===== src/rtl/load_store_unit.sv =====
// Data-memory initiator: sub-word load extraction, read-modify-write stores, misalignment errors.
// Optional `LSU_PERF_CNT_EN adds saturating load/store/error response counters.
module load_store_unit #(
  parameter int ADDR_W   = 12,
  parameter int READ_LAT = 1
) (
  input  logic              Clk,
  input  logic              Rst_n,
  input  logic              ReqValid,
  output logic              ReqReady,
  input  logic              ReqWrite,
  input  logic [1:0]        ReqSize,
  input  logic              ReqSigned,
  input  logic [ADDR_W+1:0] ReqAddr,
  input  logic [31:0]       ReqWData,
  output logic              RspValid,
  output logic [31:0]       RspData,
  output logic              RspErr,
  output logic              MemEna,
  output logic              MemWea,
  output logic [ADDR_W-1:0] MemAddr,
  output logic [31:0]       MemDataIn,
  input  logic [31:0]       MemDataOut
`ifdef LSU_PERF_CNT_EN
  ,
  output logic [15:0]       LoadCnt,
  output logic [15:0]       StoreCnt,
  output logic [15:0]       ErrCnt
`endif
);

  typedef enum logic [2:0] {S_IDLE, S_RD, S_WAIT, S_WR, S_RSP} state_t;

  localparam logic [1:0] LAT_M1 = 2'(READ_LAT - 1);

  state_t      r_state;
  logic [1:0]  r_wait;
  logic        r_write;
  logic        r_err;
  logic        r_signed;
  logic [1:0]  r_size;
  logic [1:0]  r_lane;
  logic [31:0] r_wdata;
  logic        w_accept;
  logic        w_err;

  function automatic logic [31:0] load_extract(input logic [31:0] word, input logic [1:0] size,
                                               input logic [1:0] lane, input logic sgn);
    logic signed [7:0]  b;
    logic signed [15:0] h;
    logic [31:0]        res;
    case (lane)
      2'd0:    b = word[7:0];
      2'd1:    b = word[15:8];
      2'd2:    b = word[23:16];
      default: b = word[31:24];
    endcase
    h = lane[1] ? word[31:16] : word[15:0];
    case (size)
      2'b00:   res = sgn ? {{24{b[7]}}, b} : {24'd0, b};
      2'b01:   res = sgn ? {{16{h[15]}}, h} : {16'd0, h};
      default: res = word;
    endcase
    return res;
  endfunction

  function automatic logic [31:0] store_merge(input logic [31:0] word, input logic [31:0] wdata,
                                              input logic [1:0] size, input logic [1:0] lane);
    logic [31:0] res;
    res = word;
    case (size)
      2'b00: begin
        case (lane)
          2'd0:    res[7:0]   = wdata[7:0];
          2'd1:    res[15:8]  = wdata[7:0];
          2'd2:    res[23:16] = wdata[7:0];
          default: res[31:24] = wdata[7:0];
        endcase
      end
      2'b01: begin
        if (lane[1]) res[31:16] = wdata[15:0];
        else         res[15:0]  = wdata[15:0];
      end
      default: res = wdata;
    endcase
    return res;
  endfunction

  function automatic logic [15:0] sat_inc(input logic [15:0] cnt);
    return (cnt == 16'hFFFF) ? cnt : cnt + 16'd1;
  endfunction

  assign w_accept = ReqValid && ReqReady;
  assign w_err    = (ReqSize == 2'b11) ||
                    ((ReqSize == 2'b01) && ReqAddr[0]) ||
                    ((ReqSize == 2'b10) && (ReqAddr[1:0] != 2'b00));

  always_ff @(posedge Clk or negedge Rst_n) begin
    if (!Rst_n) begin
      r_state   <= S_IDLE;
      r_wait    <= 2'd0;
      r_write   <= 1'b0;
      r_err     <= 1'b0;
      r_signed  <= 1'b0;
      r_size    <= 2'b00;
      r_lane    <= 2'b00;
      r_wdata   <= 32'd0;
      ReqReady  <= 1'b0;
      RspValid  <= 1'b0;
      RspData   <= 32'd0;
      RspErr    <= 1'b0;
      MemEna    <= 1'b0;
      MemWea    <= 1'b0;
      MemAddr   <= '0;
      MemDataIn <= 32'd0;
    end else begin
      // Strobes default low; each state re-asserts what it owns for the next cycle
      ReqReady <= 1'b0;
      RspValid <= 1'b0;
      RspData  <= 32'd0;
      RspErr   <= 1'b0;
      MemEna   <= 1'b0;
      MemWea   <= 1'b0;
      case (r_state)
        S_IDLE: begin
          if (w_accept) begin
            r_write  <= ReqWrite;
            r_err    <= w_err;
            r_signed <= ReqSigned;
            r_size   <= ReqSize;
            r_lane   <= ReqAddr[1:0];
            r_wdata  <= ReqWData;
            MemAddr  <= ReqAddr[ADDR_W+1:2];
            if (w_err) begin
              r_state  <= S_RSP;
              RspValid <= 1'b1;
              RspErr   <= 1'b1;
            end else if (ReqWrite && (ReqSize == 2'b10)) begin
              r_state   <= S_WR;
              MemEna    <= 1'b1;
              MemWea    <= 1'b1;
              MemDataIn <= ReqWData;
            end else begin
              r_state <= S_RD;
              MemEna  <= 1'b1;
            end
          end else begin
            ReqReady <= 1'b1;
          end
        end
        S_RD: begin
          r_state <= S_WAIT;
          r_wait  <= LAT_M1;
        end
        S_WAIT: begin
          if (r_wait != 2'd0) begin
            r_wait <= r_wait - 2'd1;
          end else if (r_write) begin
            r_state   <= S_WR;
            MemEna    <= 1'b1;
            MemWea    <= 1'b1;
            MemDataIn <= store_merge(MemDataOut, r_wdata, r_size, r_lane);
          end else begin
            r_state  <= S_RSP;
            RspValid <= 1'b1;
            RspData  <= load_extract(MemDataOut, r_size, r_lane, r_signed);
          end
        end
        S_WR: begin
          r_state  <= S_RSP;
          RspValid <= 1'b1;
        end
        S_RSP: begin
          r_state  <= S_IDLE;
          ReqReady <= 1'b1;
        end
        default: r_state <= S_IDLE;
      endcase
    end
  end

`ifdef LSU_PERF_CNT_EN
  always_ff @(posedge Clk or negedge Rst_n) begin
    if (!Rst_n) begin
      LoadCnt  <= 16'd0;
      StoreCnt <= 16'd0;
      ErrCnt   <= 16'd0;
    end else if (r_state == S_RSP) begin
      if (r_err)        ErrCnt   <= sat_inc(ErrCnt);
      else if (r_write) StoreCnt <= sat_inc(StoreCnt);
      else              LoadCnt  <= sat_inc(LoadCnt);
    end
  end
`endif

endmodule

===== config.mk =====
export PLATFORM = sky130hd
export DESIGN_NAME = load_store_unit
export DESIGN_NICKNAME = d
export VERILOG_FILES = /design/src/rtl/load_store_unit.sv
export SDC_FILE = /design/constraint.sdc
export NUM_CORES = 1
export LEC_CHECK = 0
export BUFFER_PORTS_ARGS = -buffer_cell sky130_fd_sc_hd__buf_4
export CORE_MARGIN = 3
export CORE_UTILIZATION = 35
export DETAILED_ROUTE_END_ITERATION = 10
export GPL_TIMING_DRIVEN = 0
export PLACE_DENSITY = 0.68
export SLEW_MARGIN = 20
export SYNTH_ARGS = -nofsm -noshare
export SYNTH_HDL_FRONTEND = slang
export SYNTH_SLANG_ARGS = --single-unit
export TNS_END_PERCENT = 100

===== constraint.sdc =====
create_clock -name Clk -period 5.39 [get_ports Clk]
set_clock_uncertainty 0.2 [all_clocks]
set_input_delay 0.8085 -clock Clk [delete_from_list [all_inputs] [get_ports Clk]]
set_output_delay 0.8085 -clock Clk [all_outputs]
set_load 0.01 [all_outputs]

==> flow_summary.json <==
{
  "place.gp.congestion": 0.9035,
  "hpwl_mm": 15.25,
  "cts_tree": "yes",
  "synth-edff-count": 0,
  "finalHoldWorstSlack_ns": 0.09304,
  "first_pass_iters": 5,
  "ioPinCount": 166,
  "synth-xor-area-share": 0,
  "syn-num-nets": 783,
  "fin_nets": 968,
  "synth_area_sq_mm": 0.006028,
  "slew_violations": 0,
  "async_reset_ff_frac": 1.000,
  "antenna_found_initial": 0,
  "die_h_um": 137.2,
  "grt_pass1_wl_mm": 31.13,
  "cts_root_buffer": "clkbuf_16",
  "fillers": 1628,
  "synth.distinct_cells": 41,
  "routed_via_density": 5.265,
  "cp_slowest_cell": "nor4_2",
  "die_w_um": 137.2,
  "drc": 0,
  "final_common_cell": "nand2_1",
  "period_share": 0.4656,
  "max_slew_margin": 0.4856,
  "initial_core_util": 0.3610,
  "synth-seq-cells": 124,
  "path_class": "reg -> reg",
  "cts_max_level": 4,
  "max_stage_delay_ns": 0.73,
  "muxShareOfSynthArea": 0.03362,
  "core_sq_mm": 0.01670,
  "tightest_slew_ns": 0.7652,
  "cp.required_ns": 5.55,
  "grt_max_degree": 76,
  "synth-compound-area-share": 0.2169,
  "cts_buffers": 17,
  "multi_input_area_sq_mm": 0.002540,
  "fin_tns_setup_ns": 0,
  "endpoint_kind": "flip-flop",
  "status": "completed",
  "route.antenna.remaining_nets": 0,
  "clock_sinks": 124,
  "syn_avg_cell_area_sq_um": 8.649,
  "worstSetupStartpointType": "flip-flop",
  "drive_gt1_frac": 0.2413,
  "grt_pass1_vias": 5617,
  "rsz0062_at_grt": "no",
  "io_buffer_count": 165,
  "fin_crit_ns": 2.509,
  "grt-ovfl-total": 0,
  "drtIter0Drc": 643,
  "vias": 5871,
  "dieArea_sq_mm": 0.01883,
  "r2r-start": "r_state[0]",
  "post_drt_wl_per_cell_um": 18.36,
  "arrival_ns": 2.67,
  "powerDensity_mw_per_mm2": 586.0,
  "seq_area_sq_mm": 0.003103,
  "layout.cells.non_filler": 1115,
  "path_clk_slew_ns": 0.05,
  "hold_viol": 0,
  "synth-main-ff-cell": "dfrtp_1",
  "synth_adder_area_share": 0.002076,
  "drt_wl_total_mm": 20.47,
  "path_max_fanout": 10,
  "cts_max_path_buffers": 2,
  "post-cts-setup-buffers": 0,
  "setup_viol": 0,
  "timing.critical_path.from": "r_state[0]",
  "area_growth_pct": 35.31,
  "hold_class": "in -> async",
  "postSynthCellCount": 697,
  "final_cell_mix": "nand2_1 (192), buf_4 (164), dfrtp_1 (124)",
  "cap_violations": 0,
  "grt_use_total": 0.2174,
  "clk_latency_ns": 0.42,
  "path_cells": "clkbuf_1, nor4_2, clkbuf_1, nand2_1, nand2_1",
  "synth_top_cell_by_area": "dfrtp_1",
  "yosysSeqAreaShare": 0.5147,
  "core.rowCount": 47,
  "synth_top_area_share": 0.5147,
  "synth_top_family_by_area": "compound AO/OA/AOI/OAI gates",
  "synth_area_leaders": "dfrtp_1 (51%), nand2_1 (12%), a21oi_1 (4.9%)",
  "cts_resized": 0,
  "dp.cells": 1083,
  "yosys_warnings": 0,
  "cts_hold_buf": 0,
  "synth_simple_gate_area_frac": 0.1677,
  "maxClockFrequency_ghz": 0.3985,
  "power_leakage_nw": 4.123,
  "diodes": 0,
  "peakVddDrop_mv": 0.3207
}
[power breakdown]
group / internal (mW) / switching (mW)
logic: 0.840 / 1.29
registers: 1.29 / 0.248
clock network: 0.713 / 0.404
total: 2.84 / 1.94
[metal layers]
| metal | GRT usage | up-vias | share of wire |
|---|---|---|---|
| met3 | 0.06318 | 34 | 0.088 |
| met5 | 0 | - | 0 |
| met2 | 0.3292 | 271 | 0.45 |
| met4 | 0.06652 | 0 | 0.021 |
| met1 | 0.3022 | 2806 | 0.44 |
| li1 | - | 2760 | - |
[area by class of cell]
cell class,count,area share
Clock buffer,25,0.05952
Inverter,37,0.01764
Multi-Input combinational cell,484,0.3114
Clock inverter,7,0.01074
Buffer,52,0.03037
Tap cell,220,0.03375
Timing Repair Buffer,166,0.1562
Sequential cell,124,0.3804
[critical path, delay by kind of cell (launching register included)]
family	cells	cell delay [ns]
simple gates	3	0.95
buf+inv	2	0.88
flops	1	0.41
[flip-flops by register name, indices dropped and copies added (netlist names), 2 cells and up]
register   cells
r_lane         2
MemDataIn     32
r_wait         2
r_state        3
r_wdata       32
r_size         2
MemAddr       12
RspData       32
[worst paths after layout]
kind,end,slack (ns),cells after the start
worst max register to register,r_wdata[0],2.88,5
max in group asynchronous,r_wdata[2],4.21,2
min in group Clk,MemAddr[9],0.27,2
worst min register to register,MemAddr[9],0.27,2
worst min-delay path,RspData[31],0.09,1
worst max-delay path,r_wdata[0],2.88,5
[synth_stat cells, types with 10 or more instances]
cell type  instances
a211oi_1          17
a21oi_1           59
clkbuf_1          35
dfrtp_1          124
inv_1             35
mux2i_1           18
nand2_1          192
nand3_1           11
nor2_1            30
o21a_1            10
o21ai_0           22
o21ai_1           48
o22ai_1           15
[kinds of logic (layout without fill, tap and decap cells)]
logic type      Yosys count  after routing
simple gates            251            251
compound gates          213            213
flops                   124            124
buf+inv                  89            287
mux                      19             19
fa+ha+maj                 1              1
[per-stage QoR]
step | cell area [sq um] | utilization | worst slack (ns) | total power [mW]
after CTS | 8150 | 0.4880 | 2.589 | 4.779
final | 8157 | 0.4884 | 2.881 | 4.780
after global routing | 8157 | 0.4884 | 2.792 | 5.087
after global placement | 7542 | 0.4516 | 2.419 | 3.607
after detailed placement | 7577 | 0.4537 | 2.362 | 3.644
after floorplan | 6028 | - | 3.011 | 2.768
No activity file was read; power rests on OpenSTA's default activity.
